$ cat config.mk
export PLATFORM = sky130hd
export DESIGN_NAME = shuffle_feed_ctrl
export DESIGN_NICKNAME = d
export VERILOG_FILES = /design/src/rtl/shuffle_feed_ctrl.sv
export SDC_FILE = /design/constraint.sdc
export NUM_CORES = 1
export LEC_CHECK = 0
export BUFFER_PORTS_ARGS = -buffer_cell sky130_fd_sc_hd__buf_2
export CORE_MARGIN = 1
export CORE_UTILIZATION = 50
export CTS_CLUSTER_DIAMETER = 200
export DETAILED_ROUTE_END_ITERATION = 8
export GPL_ROUTABILITY_DRIVEN = 0
export GPL_TIMING_DRIVEN = 0
export MAX_ROUTING_LAYER = met4
export PLACE_DENSITY = 0.73
export SLEW_MARGIN = 20
export SYNTH_ARGS = -nofsm -noshare
export SYNTH_HDL_FRONTEND = slang
export SYNTH_SLANG_ARGS = --single-unit
$ cat constraint.sdc
create_clock -name clk -period 2 [get_ports clk]
set_input_delay 0.3 -clock clk [delete_from_list [all_inputs] [get_ports clk]]
set_output_delay 0.3 -clock clk [all_outputs]
set_load 0.01 [all_outputs]
$ cat src/rtl/shuffle_feed_ctrl.sv
// Coefficient feeder: streams NCOEF words from memory into a DEPTH-deep shifter.
// Define FEED_STALL_EN to add the stall input that pauses memory reads.
module shuffle_feed_ctrl #(
  parameter int DATA_WIDTH = 14,
  parameter int NCOEF      = 256,
  parameter int ADDR_W     = 8,
  parameter int DEPTH      = 8
) (
  input  logic                  clk,
  input  logic                  rst_n,
  input  logic                  start,
`ifdef FEED_STALL_EN
  input  logic                  stall,
`endif
  output logic                  rd_en,
  output logic [ADDR_W-1:0]     rd_addr,
  input  logic [DATA_WIDTH-1:0] rd_data,
  output logic [DATA_WIDTH-1:0] feed_data,
  output logic                  feed_valid,
  output logic                  out_valid,
  output logic                  out_last,
  output logic                  busy,
  output logic                  done
);

  localparam int CW = $clog2(NCOEF + 1);
  localparam logic [ADDR_W-1:0] LAST_A = ADDR_W'(NCOEF - 1);
  localparam logic [CW-1:0]     LAST_C = CW'(NCOEF - 1);

  typedef enum logic [1:0] {
    IDLE,
    READ,
    DRAIN,
    DONE
  } state_e;

  state_e                  state_q, state_d;
  logic [ADDR_W-1:0]       addr_q, addr_d;
  logic [CW-1:0]           cnt_q, cnt_d;
  logic                    rden_q;
  logic                    fv_q;
  logic [DATA_WIDTH-1:0]   fd_q;
  logic [DEPTH-1:0]        vld_q;
  logic                    hold;

`ifdef FEED_STALL_EN
  assign hold = stall;
`else
  assign hold = 1'b0;
`endif

  assign rd_addr    = addr_q;
  assign feed_data  = fd_q;
  assign feed_valid = fv_q;
  assign out_valid  = vld_q[DEPTH-1];

  always_comb begin
    state_d  = state_q;
    addr_d   = addr_q;
    cnt_d    = cnt_q;
    rd_en    = 1'b0;
    busy     = 1'b0;
    done     = 1'b0;
    out_last = 1'b0;
    unique case (state_q)
      IDLE: begin
        if (start) begin
          state_d = READ;
          addr_d  = '0;
          cnt_d   = '0;
        end
      end
      READ: begin
        busy  = 1'b1;
        rd_en = !hold;
        if (!hold) begin
          if (addr_q == LAST_A) state_d = DRAIN;
          else addr_d = addr_q + 1'b1;
        end
      end
      DRAIN: begin
        busy = 1'b1;
        if (out_valid && cnt_q == LAST_C) begin
          out_last = 1'b1;
          state_d  = DONE;
        end
      end
      DONE: begin
        done    = 1'b1;
        state_d = IDLE;
      end
      default: state_d = IDLE;
    endcase
    // Pulses may already emerge while reads are still being issued
    if (busy && out_valid) cnt_d = cnt_q + 1'b1;
  end

  always_ff @(posedge clk or negedge rst_n) begin
    if (!rst_n) begin
      state_q <= IDLE;
      addr_q  <= '0;
      cnt_q   <= '0;
      rden_q  <= 1'b0;
      fv_q    <= 1'b0;
      fd_q    <= '0;
      vld_q   <= '0;
    end else begin
      state_q  <= state_d;
      addr_q   <= addr_d;
      cnt_q    <= cnt_d;
      rden_q   <= rd_en;
      fv_q     <= rden_q;
      if (rden_q) fd_q <= rd_data;
      vld_q[0] <= fv_q;
      for (int i = 1; i < DEPTH; i++) vld_q[i] <= vld_q[i-1];
    end
  end

endmodule

Yosys cells after proc, flatten, opt, wreduce, memory -nomap -nowiden --
Cells that the tools add are included.
Word-level totals: register bits 43, logic and storage cells 43, output and inout port bits 28, input bits 17
Cells by class: $add $sub $neg 2, reduce and logical (&&, ||, !) cells 10, equality and inequality tests 9, mux-type cells 15
Operators by type and width (count):
- two-way mux 9 bit | 3
- two-way mux 8 bit | 2
- one-hot mux 8 bit (2 select lines) | 1
- adder 9 x 1 -> 9 bit, second input constant | 1
- equality test 9 x 8 -> 1 bit, second input constant | 1
- adder 8 x 1 -> 8 bit, second input constant | 1
- equality test 8 bit, second input constant | 1
- != test 2 bit, second input constant | 4
- one-hot mux 2 bit (4 select lines) | 1
- two-way mux 2 bit | 3
- AND reduction 3 bit | 2
- nonzero test 2 bit | 3
- two-way mux 1 bit | 5
- equality test 2 bit, second input constant | 2
- equality test 2 x 1 -> 1 bit, second input constant | 1
- logical AND 1 bit | 2
- logical NOT 2 bit | 1
- AND reduction 2 bit | 1
- OR reduction 2 bit | 1

Longest topological paths before layout --
word-level depth 6, gate-level depth with buffers 8, depth with buffers taken out 8

Worst setup path before layout --
OpenSTA, ideal clock, no wires.
path kind register to register, start register state_q[0], end register addr_q[2], in the netlist rd_addr[2], data required time 1.876 ns, arrival 1.550 ns, period minus slack after synthesis 1.675 ns, stages on the path, launching flop included 8, path slack 0.325 ns, cells stage by stage dfrtp_1 inv_1 ha_1 mux2_1 o21ai_1 buf_2 mux2i_1 o21ai_1
On the way: cells in the longest elaborated chain, start to end 3, elaborated cells between the ends (all ways) 7, classes of those cells eq/ne: 3; mux: 1; reduce/logical: 3
Ends and longest elaborated chain:
- from (decl) | RTL line 37 | state_e state_q, state_d;
- from (signal assigned) | RTL line 108 | state_q <= state_d;
- equality test 2 x 1 -> 1 bit or logical NOT 2 bit (tied branches) | RTL line 65 | unique case (state_q)
- != test 2 bit (no line) or nonzero test 2 bit (tied branches)
- AND reduction 3 bit (no line)
- to (signal assigned) | RTL line 109 | addr_q <= addr_d;
- to (decl) | RTL line 38 | logic [ADDR_W-1:0] addr_q, addr_d;
Several ways; a longest one is shown, not always the timed one. A chain may end at the register's enable or synchronous reset.

Worst setup path after layout --
Same ends and word-level chain as after synthesis.

==> flow_summary.json <==
{
  "outcome": "completed",
  "cts-root-buf": "clkbuf_8",
  "cts_buffers": 5,
  "path_class": "reg -> reg",
  "rsz0062_at_grt": "yes",
  "critPathLaunchType": "flip-flop",
  "clkTransAtPathRegs_ps": 80,
  "ys_ff_latch": 43,
  "startpoint": "state_q[0]",
  "synth_cells": 158,
  "most-common-layout-cells": "46 x buf_2, 43 x dfrtp_1, 18 x o21ai_1",
  "max-slew-margin-rel": 0.403,
  "m1WireLength_um": 1470,
  "synthTopCellsByArea": "dfrtp_1 58%, mux2_1 9.7%, ha_1 5.4%, o21ai_1 4.9%, nand2_1 3.4%",
  "grt_pass1_wl_um": 5700,
  "viasPerCell": 5.54,
  "post_cts_buffers": 0,
  "power_density_nw_per_um2": 663,
  "p_leak_nw": 0.981,
  "antennaDiodeCount": 0,
  "dieArea_sq_um": 3960,
  "port_buffers": 44,
  "antenna_found_initial": 0,
  "io_pins": 45,
  "syn_area_sq_um": 1850,
  "synth_top_area_frac": 0.580,
  "drt_pass1_iterations": 4,
  "period_needed_ps": 1890,
  "topRoutingLayerUsed": "met4",
  "drt_wl_total_um": 3320,
  "timing.fmax_ghz": 0.528,
  "final_net_count": 234,
  "clk_latency_ps": 290,
  "ctsLongestPathBuffers": 2,
  "synth_cell_types": 34,
  "wl_per_cell_um": 13.0,
  "ir_worst_vdd_uv": 512,
  "synth_largest_area_cell": "dfrtp_1",
  "syn_to_final_growth_pct": 21.1,
  "wl_met2_um": 1640,
  "ys_seq_area_frac": 0.580,
  "hpwl_um": 2450,
  "grt-ovfl-total": 0,
  "cts_tree": "built",
  "rr_endpoint": "rd_addr[2]",
  "drv_slew": 0,
  "rr_worst_depth": 7,
  "drive_gt1_frac": 0.290,
  "synth_area_per_cell_sq_um": 11.7,
  "fp.dieW_um": 62.9,
  "tns_ps": 0,
  "drt_iter0_markers": 80,
  "dr_wl_met3_um": 174,
  "max_cap_viol_count": 0,
  "finClkSkew_ps": 7.13,
  "hold_viol_final": 0,
  "cts_resized": 0,
  "yosysWarnings": 0,
  "ant_nets": 0,
  "hold_buffers": 0,
  "clock_sinks": 43,
  "grt_pass1_vias": 1324,
  "endpoint_kind": "flip-flop",
  "start_util": 0.539,
  "cts-htree-levels": 2,
  "coreArea_sq_um": 3440,
  "reg2reg_from": "state_q[0]",
  "setup_violations": 0,
  "hold_class": "in -> async",
  "placed_cells": 248,
  "grt_max_degree": 44,
  "dieHeight_um": 62.9,
  "rows": 21,
  "remaining_drc_errors": 0,
  "cp-endpoint": "rd_addr[2]",
  "regToRegSetupSlack_ps": 110,
  "cp.required_ps": 2170,
  "layout_commonest_cell": "buf_2",
  "vias": 1417,
  "syn-num-nets": 183,
  "grt_usage": 0.192,
  "worst_pin_slew_ps": 896,
  "cp_max_fo": 10,
  "final_cells": 256,
  "fin_crit_sh": 0.946,
  "crit_arrival_ps": 2060
}
-- per-layer routing --
layer,vias to the layer above,track usage
met5,-,-
met1,705,0.215
met2,42,0.323
met3,4,0.0584
li1,666,-
met4,0,0.0640
-- worst min-delay path by stage --
stage,cells past startpoint,slack (ps),end
after detailed placement,0,340,vld_q[7]
final,1,130,state_q[1]
after CTS,1,170,state_q[1]
after floorplan,0,4,cnt_q[0]
after global routing,2,200,feed_data[10]
after global placement,0,330,vld_q[7]
-- cell usage after synthesis, drive strengths merged --
cell type  number
or3             1
o41ai           1
a22o            1
a41oi           1
o21ai          19
buf             4
inv             5
nand4           4
and3            4
nand2          17
nor2            5
and2            4
a21oi           3
or2             1
nand2b          1
mux2i           1
a32oi           1
a31oi           1
clkbuf          1
dfrtp          43
or4             1
ha              8
o31ai           4
o21a            1
mux2           16
nand3           8
o221ai          1
nand3b          1
-- worst max-delay path, stage by stage (launching register included) --
cell and delay [ps]:
dfrtp_1 420, inv_1 130, ha_1 260, mux2_1 350
o21ai_1 120, clkbuf_4 230, mux2i_1 180, o21ai_1 80
-- state kept, by name, indices dropped and copies added (netlist names) --
name        count
vld_q           8
cnt_q           9
feed_data      14
rden_q          1
feed_valid      1
state_q         2
rd_addr         8
-- per-stage QoR --
stage | hold WS, ps | utilization | total power, mW | instance area [sq um] | worst slack [ps]
floorplan | 4.41 | - | 0.924 | 1850 | 325
global placement | 333 | 0.619 | 0.969 | 2130 | 206
detailed placement | 336 | 0.619 | 0.973 | 2130 | 157
CTS | 169 | 0.645 | 1.51 | 2220 | 53.3
global route | 202 | 0.652 | 1.56 | 2250 | -16.2
finish | 127 | 0.652 | 1.49 | 2250 | 107
-- area by class of cell --
cell class | count | area (sq um)
inverter | 5 | 18.8
multi-input combinational | 105 | 756
buffer | 5 | 28.8
clock inverter | 3 | 20.0
tap | 46 | 57.6
timing repair buffer | 44 | 220
clock buffer | 5 | 68.8
sequential | 43 | 1080
fill | 289 | 1200
-- report_power, final --
part           leakage, nW  total, mW  switching (mW)  internal (mW)
Combinational        0.470     0.0641          0.0360         0.0280
Clock               0.0402      0.535           0.293          0.243
Sequential           0.471      0.889         0.00657          0.883
Total                0.981       1.49           0.335           1.15
-- cell families (layout without fill, tap and decap cells) --
| family | Yosys count | in the layout | share of synthesized area |
|---|---|---|---|
| muxes | 17 | 17 | 0.103 |
| and+or+nand+nor | 47 | 47 | 0.130 |
| buffers and inverters | 10 | 62 | 0.0243 |
| adders and majority gates | 8 | 8 | 0.0540 |
| AOI/OAI and AO/OA | 33 | 33 | 0.109 |
| DFF | 43 | 43 | 0.580 |
Power figures use the tool's default switching activity.
